### src/rtl/jk_seq_pkg.sv
// Shared command and state encodings for the JK-bank sequencer.
package jk_seq_pkg;

  localparam logic [1:0] OP_UP    = 2'b00;
  localparam logic [1:0] OP_DOWN  = 2'b01;
  localparam logic [1:0] OP_LOAD  = 2'b10;
  localparam logic [1:0] OP_CLEAR = 2'b11;

  typedef enum logic [1:0] {
    S_IDLE = 2'b00,
    S_UP   = 2'b01,
    S_DOWN = 2'b10,
    S_DONE = 2'b11
  } state_t;

endpackage

### src/rtl/jk_cell.sv
// Single JK flip-flop: 00 hold, 01 reset, 10 set, 11 toggle; async active-low reset to 0.
module jk_cell (
  input  logic clk,
  input  logic rst,
  input  logic j,
  input  logic k,
  output logic q
);

  always_ff @(posedge clk or negedge rst) begin
    if (!rst) begin
      q <= 1'b0;
    end else begin
      case ({j, k})
        2'b01:   q <= 1'b0;
        2'b10:   q <= 1'b1;
        2'b11:   q <= ~q;
        default: q <= q;
      endcase
    end
  end

endmodule

### src/rtl/jk_seq_ctrl.sv
// Command sequencer driving a bank of JK flip-flops: load, clear, and count up/down to a target.
module jk_seq_ctrl
  import jk_seq_pkg::*;
#(
  parameter int unsigned WIDTH = 4
) (
  input  logic             clk,
  input  logic             rst,
  input  logic             cmd_valid,
  output logic             cmd_ready,
  input  logic [1:0]       cmd_op,
  input  logic [WIDTH-1:0] cmd_data,
  input  logic             hold,
  output logic [WIDTH-1:0] j_o,
  output logic [WIDTH-1:0] k_o,
  output logic [WIDTH-1:0] q,
  output logic             busy,
  output logic             done
);

  state_t           state;
  state_t           state_nxt;
  logic [WIDTH-1:0] target;
  logic [WIDTH-1:0] up_tgl;
  logic [WIDTH-1:0] dn_tgl;
  logic             accept;
  logic             at_target;
  logic             is_count_op;

  // Status is Moore-decoded straight from the state register.
  assign cmd_ready   = (state == S_IDLE);
  assign busy        = (state != S_IDLE);
  assign done        = (state == S_DONE);
  assign accept      = cmd_valid & cmd_ready;
  assign at_target   = (q == target);
  assign is_count_op = (cmd_op == OP_UP) || (cmd_op == OP_DOWN);

  // Ripple toggle masks: a bit flips when all lower bits are 1 (up) or all 0 (down).
  always_comb begin
    up_tgl    = '0;
    dn_tgl    = '0;
    up_tgl[0] = 1'b1;
    dn_tgl[0] = 1'b1;
    for (int unsigned i = 1; i < WIDTH; i++) begin
      up_tgl[i] = up_tgl[i-1] & q[i-1];
      dn_tgl[i] = dn_tgl[i-1] & ~q[i-1];
    end
  end

  always_ff @(posedge clk or negedge rst) begin
    if (!rst) begin
      state  <= S_IDLE;
      target <= '0;
    end else begin
      state <= state_nxt;
      if (accept && is_count_op) begin
        target <= cmd_data;
      end
    end
  end

  // Next state and J/K decode; J=K=1 only appears while actively counting.
  always_comb begin
    state_nxt = state;
    j_o       = '0;
    k_o       = '0;
    case (state)
      S_IDLE: begin
        if (accept) begin
          case (cmd_op)
            OP_LOAD: begin
              j_o = cmd_data;
              k_o = ~cmd_data;
            end
            OP_CLEAR: k_o = '1;
            OP_UP:    state_nxt = S_UP;
            default:  state_nxt = S_DOWN;
          endcase
        end
      end
      S_UP: begin
        if (at_target) begin
          state_nxt = S_DONE;
        end else if (!hold) begin
          j_o = up_tgl;
          k_o = up_tgl;
        end
      end
      S_DOWN: begin
        if (at_target) begin
          state_nxt = S_DONE;
        end else if (!hold) begin
          j_o = dn_tgl;
          k_o = dn_tgl;
        end
      end
      default: state_nxt = S_IDLE;
    endcase
  end

  for (genvar gi = 0; gi < WIDTH; gi++) begin : g_cell
    jk_cell u_cell (
      .clk (clk),
      .rst (rst),
      .j   (j_o[gi]),
      .k   (k_o[gi]),
      .q   (q[gi])
    );
  end

endmodule
### config.mk
export PLATFORM = sky130hd
export DESIGN_NAME = jk_seq_ctrl
export DESIGN_NICKNAME = d
export VERILOG_FILES = /design/src/rtl/jk_seq_pkg.sv /design/src/rtl/jk_cell.sv /design/src/rtl/jk_seq_ctrl.sv
export SDC_FILE = /design/constraint.sdc
export NUM_CORES = 1
export LEC_CHECK = 0
export BUFFER_PORTS_ARGS = -buffer_cell sky130_fd_sc_hd__buf_2
export CAP_MARGIN = 25
export CORE_UTILIZATION = 59
export CTS_BUF_LIST = sky130_fd_sc_hd__clkbuf_8
export DETAILED_ROUTE_END_ITERATION = 16
export GPL_TIMING_DRIVEN = 0
export PLACE_DENSITY = 0.94
export SLEW_MARGIN = 30
export SYNTH_ARGS = -nofsm -noshare
export SYNTH_HDL_FRONTEND = slang
export SYNTH_SLANG_ARGS = --single-unit
### constraint.sdc
create_clock -name clk -period 6.2 [get_ports clk]
set_clock_uncertainty 0.15 [all_clocks]
set_input_delay 1.24 -clock clk [delete_from_list [all_inputs] [get_ports clk]]
set_output_delay 1.24 -clock clk [all_outputs]
set_load 0.01 [all_outputs]
==> metrics.log <==
[metrics] status: finished clean
[metrics] setup TNS after final layout: 0 ns
[metrics] largest net degree at the start of global routing: 11
[metrics] worst-margin pin slew: 0.5311 ns
[metrics] DRC violations left: 0
[metrics] routed wire length on met2: 1183 um
[metrics] time the final worst path needs with I/O delays and setup: 3.772 ns
[metrics] total number of yosys warnings: 0
[metrics] Net count, final: 157
[metrics] met3 routed wirelength: approximately 190 um
[metrics] half-perimeter wire length after placement: 1748 um
[metrics] top flip-flop cell by instance count after synthesis: dfrtp_1
[metrics] capturing instance or port of the critical path: k_o[0]
[metrics] mapped cell area: 999.7 um^2
[metrics] synthesized netlist net count: 129
[metrics] worst flop-to-flop path endpoint: g_cell[0].u_cell.q$_DFFE_PN0P_
[metrics] total power of the final layout: 0.6578 mW
[metrics] routability cong.: 0.8552
[metrics] number of placed I/O pins: 25
[metrics] Initial DRT Pass Iterations: 4
[metrics] cts-stage hold buffer count: 0
[metrics] leading post-synthesis cells by cell area: dfrtp_1 25%, buf_4 9.0%, a21oi_1 7.0%
[metrics] per-cell via count in the routed design: 5.918
[metrics] Peak Freq: 265.1 MHz
[metrics] core region area: 0.001541 mm^2
[metrics] VDD IR max: 0.0003516 V
[metrics] Worst Hold Class: flip-flop to flip-flop
[metrics] clock network latency to the later pin of the worst-skew pair: 0.25 ns
[metrics] power density of the placed cells: 552.8 mW/mm^2
[metrics] category of the worst setup path launch point: primary input
[metrics] Final Routed Wirelength: 2347 um
[metrics] count of final max-slew check failures: 0
[metrics] post-synthesis area per instance: between 8 and 9 um^2
[metrics] Iteration-0 DRC Markers: 28
[metrics] Post-Route M1 WL: 885 um
[metrics] global-route wire length before repair: a little under 4000 um
[metrics] reg2reg setup slack: 4.14 ns
[metrics] total number of vias: 935
[metrics] cell type with the highest aggregate area in the netlist: dfrtp_1
[metrics] number of enable flip-flop cells after synthesis: 0
[metrics] Reg-to-Reg Start: state[0]$_DFFE_PN0P_
[metrics] final routed wire length divided by cell count: 14.85 um
[metrics] die area: between 0.0015 and 0.002 mm^2
[metrics] beginning of the critical path: cmd_op[1]
[metrics] clock transition at the registers of the reported paths: 0.05 ns
[metrics] library cells used by synthesis: 39
[metrics] final worst path period share: 60.84%
[metrics] WS Path Type: primary input to output port
[metrics] horizontal die dimension: 43.17 um
[metrics] grt ovf: 0
[metrics] final hold violation count: 0
[metrics] antenna violations before repair: 0
[metrics] commonest cells after routing, fill and taps aside: 23 x buf_2, 14 x a21oi_1, 12 x buf_4
[metrics] layout cells sized above 1: 38.73%
[metrics] #FFs+latches synth: 10
[metrics] total of endpoints with negative setup slack in the final report: 0
[metrics] share of Yosys cell area claimed by the top area cell type: between 20% and 30%
[metrics] leakage dissipation: 0.5727 nW
[metrics] Core Rows: 14
[metrics] remaining antenna violation count after routing: 0
[metrics] count of maximum capacitance violations: 0
[metrics] sequential share of the synthesized area: 25.03%
[metrics] maximum fanout encountered on the critical timing path: 6
[metrics] proportion of synthesized flip-flops having asynchronous set or reset: 100.0%
[metrics] Starting Density: 64.85%
[metrics] commonest non-fill, non-tap cell in the layout: buf_2
[metrics] Resized cells post-CTS: 0
[metrics] number of buffers created by CTS: 3
[metrics] Hold Path Cell Cnt: 2
[metrics] CTS Sinks: 10
[metrics] cell count of the worst reg-to-reg path: 7
[metrics] Root Driver: clkbuf_8
[metrics] TritonCTS clock tree: yes
[metrics] die span in y: 43.17 um
[metrics] CTS HTree Levels: 1
[metrics] required time of the worst setup path: 4.81 ns
[metrics] n_diodes: 0
[metrics] Layout area overhead: 19.02%
[metrics] nature of the critical path endpoint: output port
[metrics] setup fix buffers added after clock tree synthesis: 0
[metrics] RSZ-0062 raised after global routing: no
[metrics] via count of the first global-routing pass: 877
[metrics] Arrival @ worst endpoint: 2.38 ns
[metrics] clock tree buffer depth: 2
[metrics] # port buffers: 23
[metrics] GR Util All Layers: 28.45%
[metrics] cell count after synthesis: 115
[metrics] Max transition margin: 64.47%
[metrics] top sig layer: met4
final cells by class:
class,count,area (um^2)
inverter,8,30.03
clock buffer,4,55.05
timing repair buffer,23,115.1
tap,16,20.02
multi-input combinational,80,603.1
fill,108,351.6
buffer,17,116.4
sequential,10,250.2
worst min-delay path by stage:
stage                             to  slack, ns                  start
6_report       target[0]$_DFFE_PN0P_       0.38  target[0]$_DFFE_PN0P_
5_1_grt        target[3]$_DFFE_PN0P_       0.42  target[3]$_DFFE_PN0P_
4_1_cts        target[0]$_DFFE_PN0P_       0.39  target[0]$_DFFE_PN0P_
3_5_place_dp   target[0]$_DFFE_PN0P_       0.37  target[0]$_DFFE_PN0P_
3_3_place_gp   target[3]$_DFFE_PN0P_       0.34  target[3]$_DFFE_PN0P_
2_1_floorplan  target[3]$_DFFE_PN0P_       0.32  target[3]$_DFFE_PN0P_
critical path: stages:
cell and delay, ns:
buf_2 0.13, and3_1 0.16, buf_1 0.24, o21ai_1 0.14
a21oi_1 0.21, buf_4 0.14, buf_2 0.12
cells by family after synthesis:
kind of cell | Yosys count | synth area share (%)
simple gates | 37 | 20.15
compound gates | 29 | 22.53
buf+inv | 25 | 14.64
flops | 10 | 25.03
mux | 6 | 6.883
xor+xnor | 4 | 5.758
fa+ha+maj | 4 | 5.006
sequential cells by signal (all words and copies together) (netlist names):
register and flops:
g_cell.u_cell.q 4, target 4, state 2
metal layers:
layer | vias to the layer above | track usage, %
li1 | 443 | -
met1 | 428 | 32.89
met2 | 48 | 48.06
met3 | 16 | 7.234
met4 | 0 | 13.94
met5 | - | 0
power breakdown:
part | switching [mW] | leakage [nW] | total, mW | internal, mW
sequential | 0.0413 | 0.117 | 0.141 | 0.0996
combinational | 0.232 | 0.427 | 0.430 | 0.199
clock | 0.0303 | 0.0288 | 0.0865 | 0.0562
metrics by stage:
step | setup WS [ns] | cells | util, % | area (um^2) | hold WS (ns)
global route | 2.354 | 158 | 77.19 | 1190 | 0.4168
detailed placement | 2.510 | 154 | 73.62 | 1135 | 0.3732
global placement | 2.567 | 154 | 73.62 | 1135 | 0.3382
floorplan | 2.877 | 115 | - | 999.7 | 0.3189
CTS | 2.486 | 158 | 77.19 | 1190 | 0.3850
finish | 2.428 | 158 | 77.19 | 1190 | 0.3757
synth_stat cells, types with 4 or more instances:
| cell | instances |
|---|---|
| inv_1 | 8 |
| nand2_1 | 9 |
| a21oi_1 | 14 |
| buf_4 | 12 |
| o21ai_0 | 4 |
| ha_1 | 4 |
| dfrtp_1 | 10 |
No activity file was read; power rests on OpenSTA's default activity.
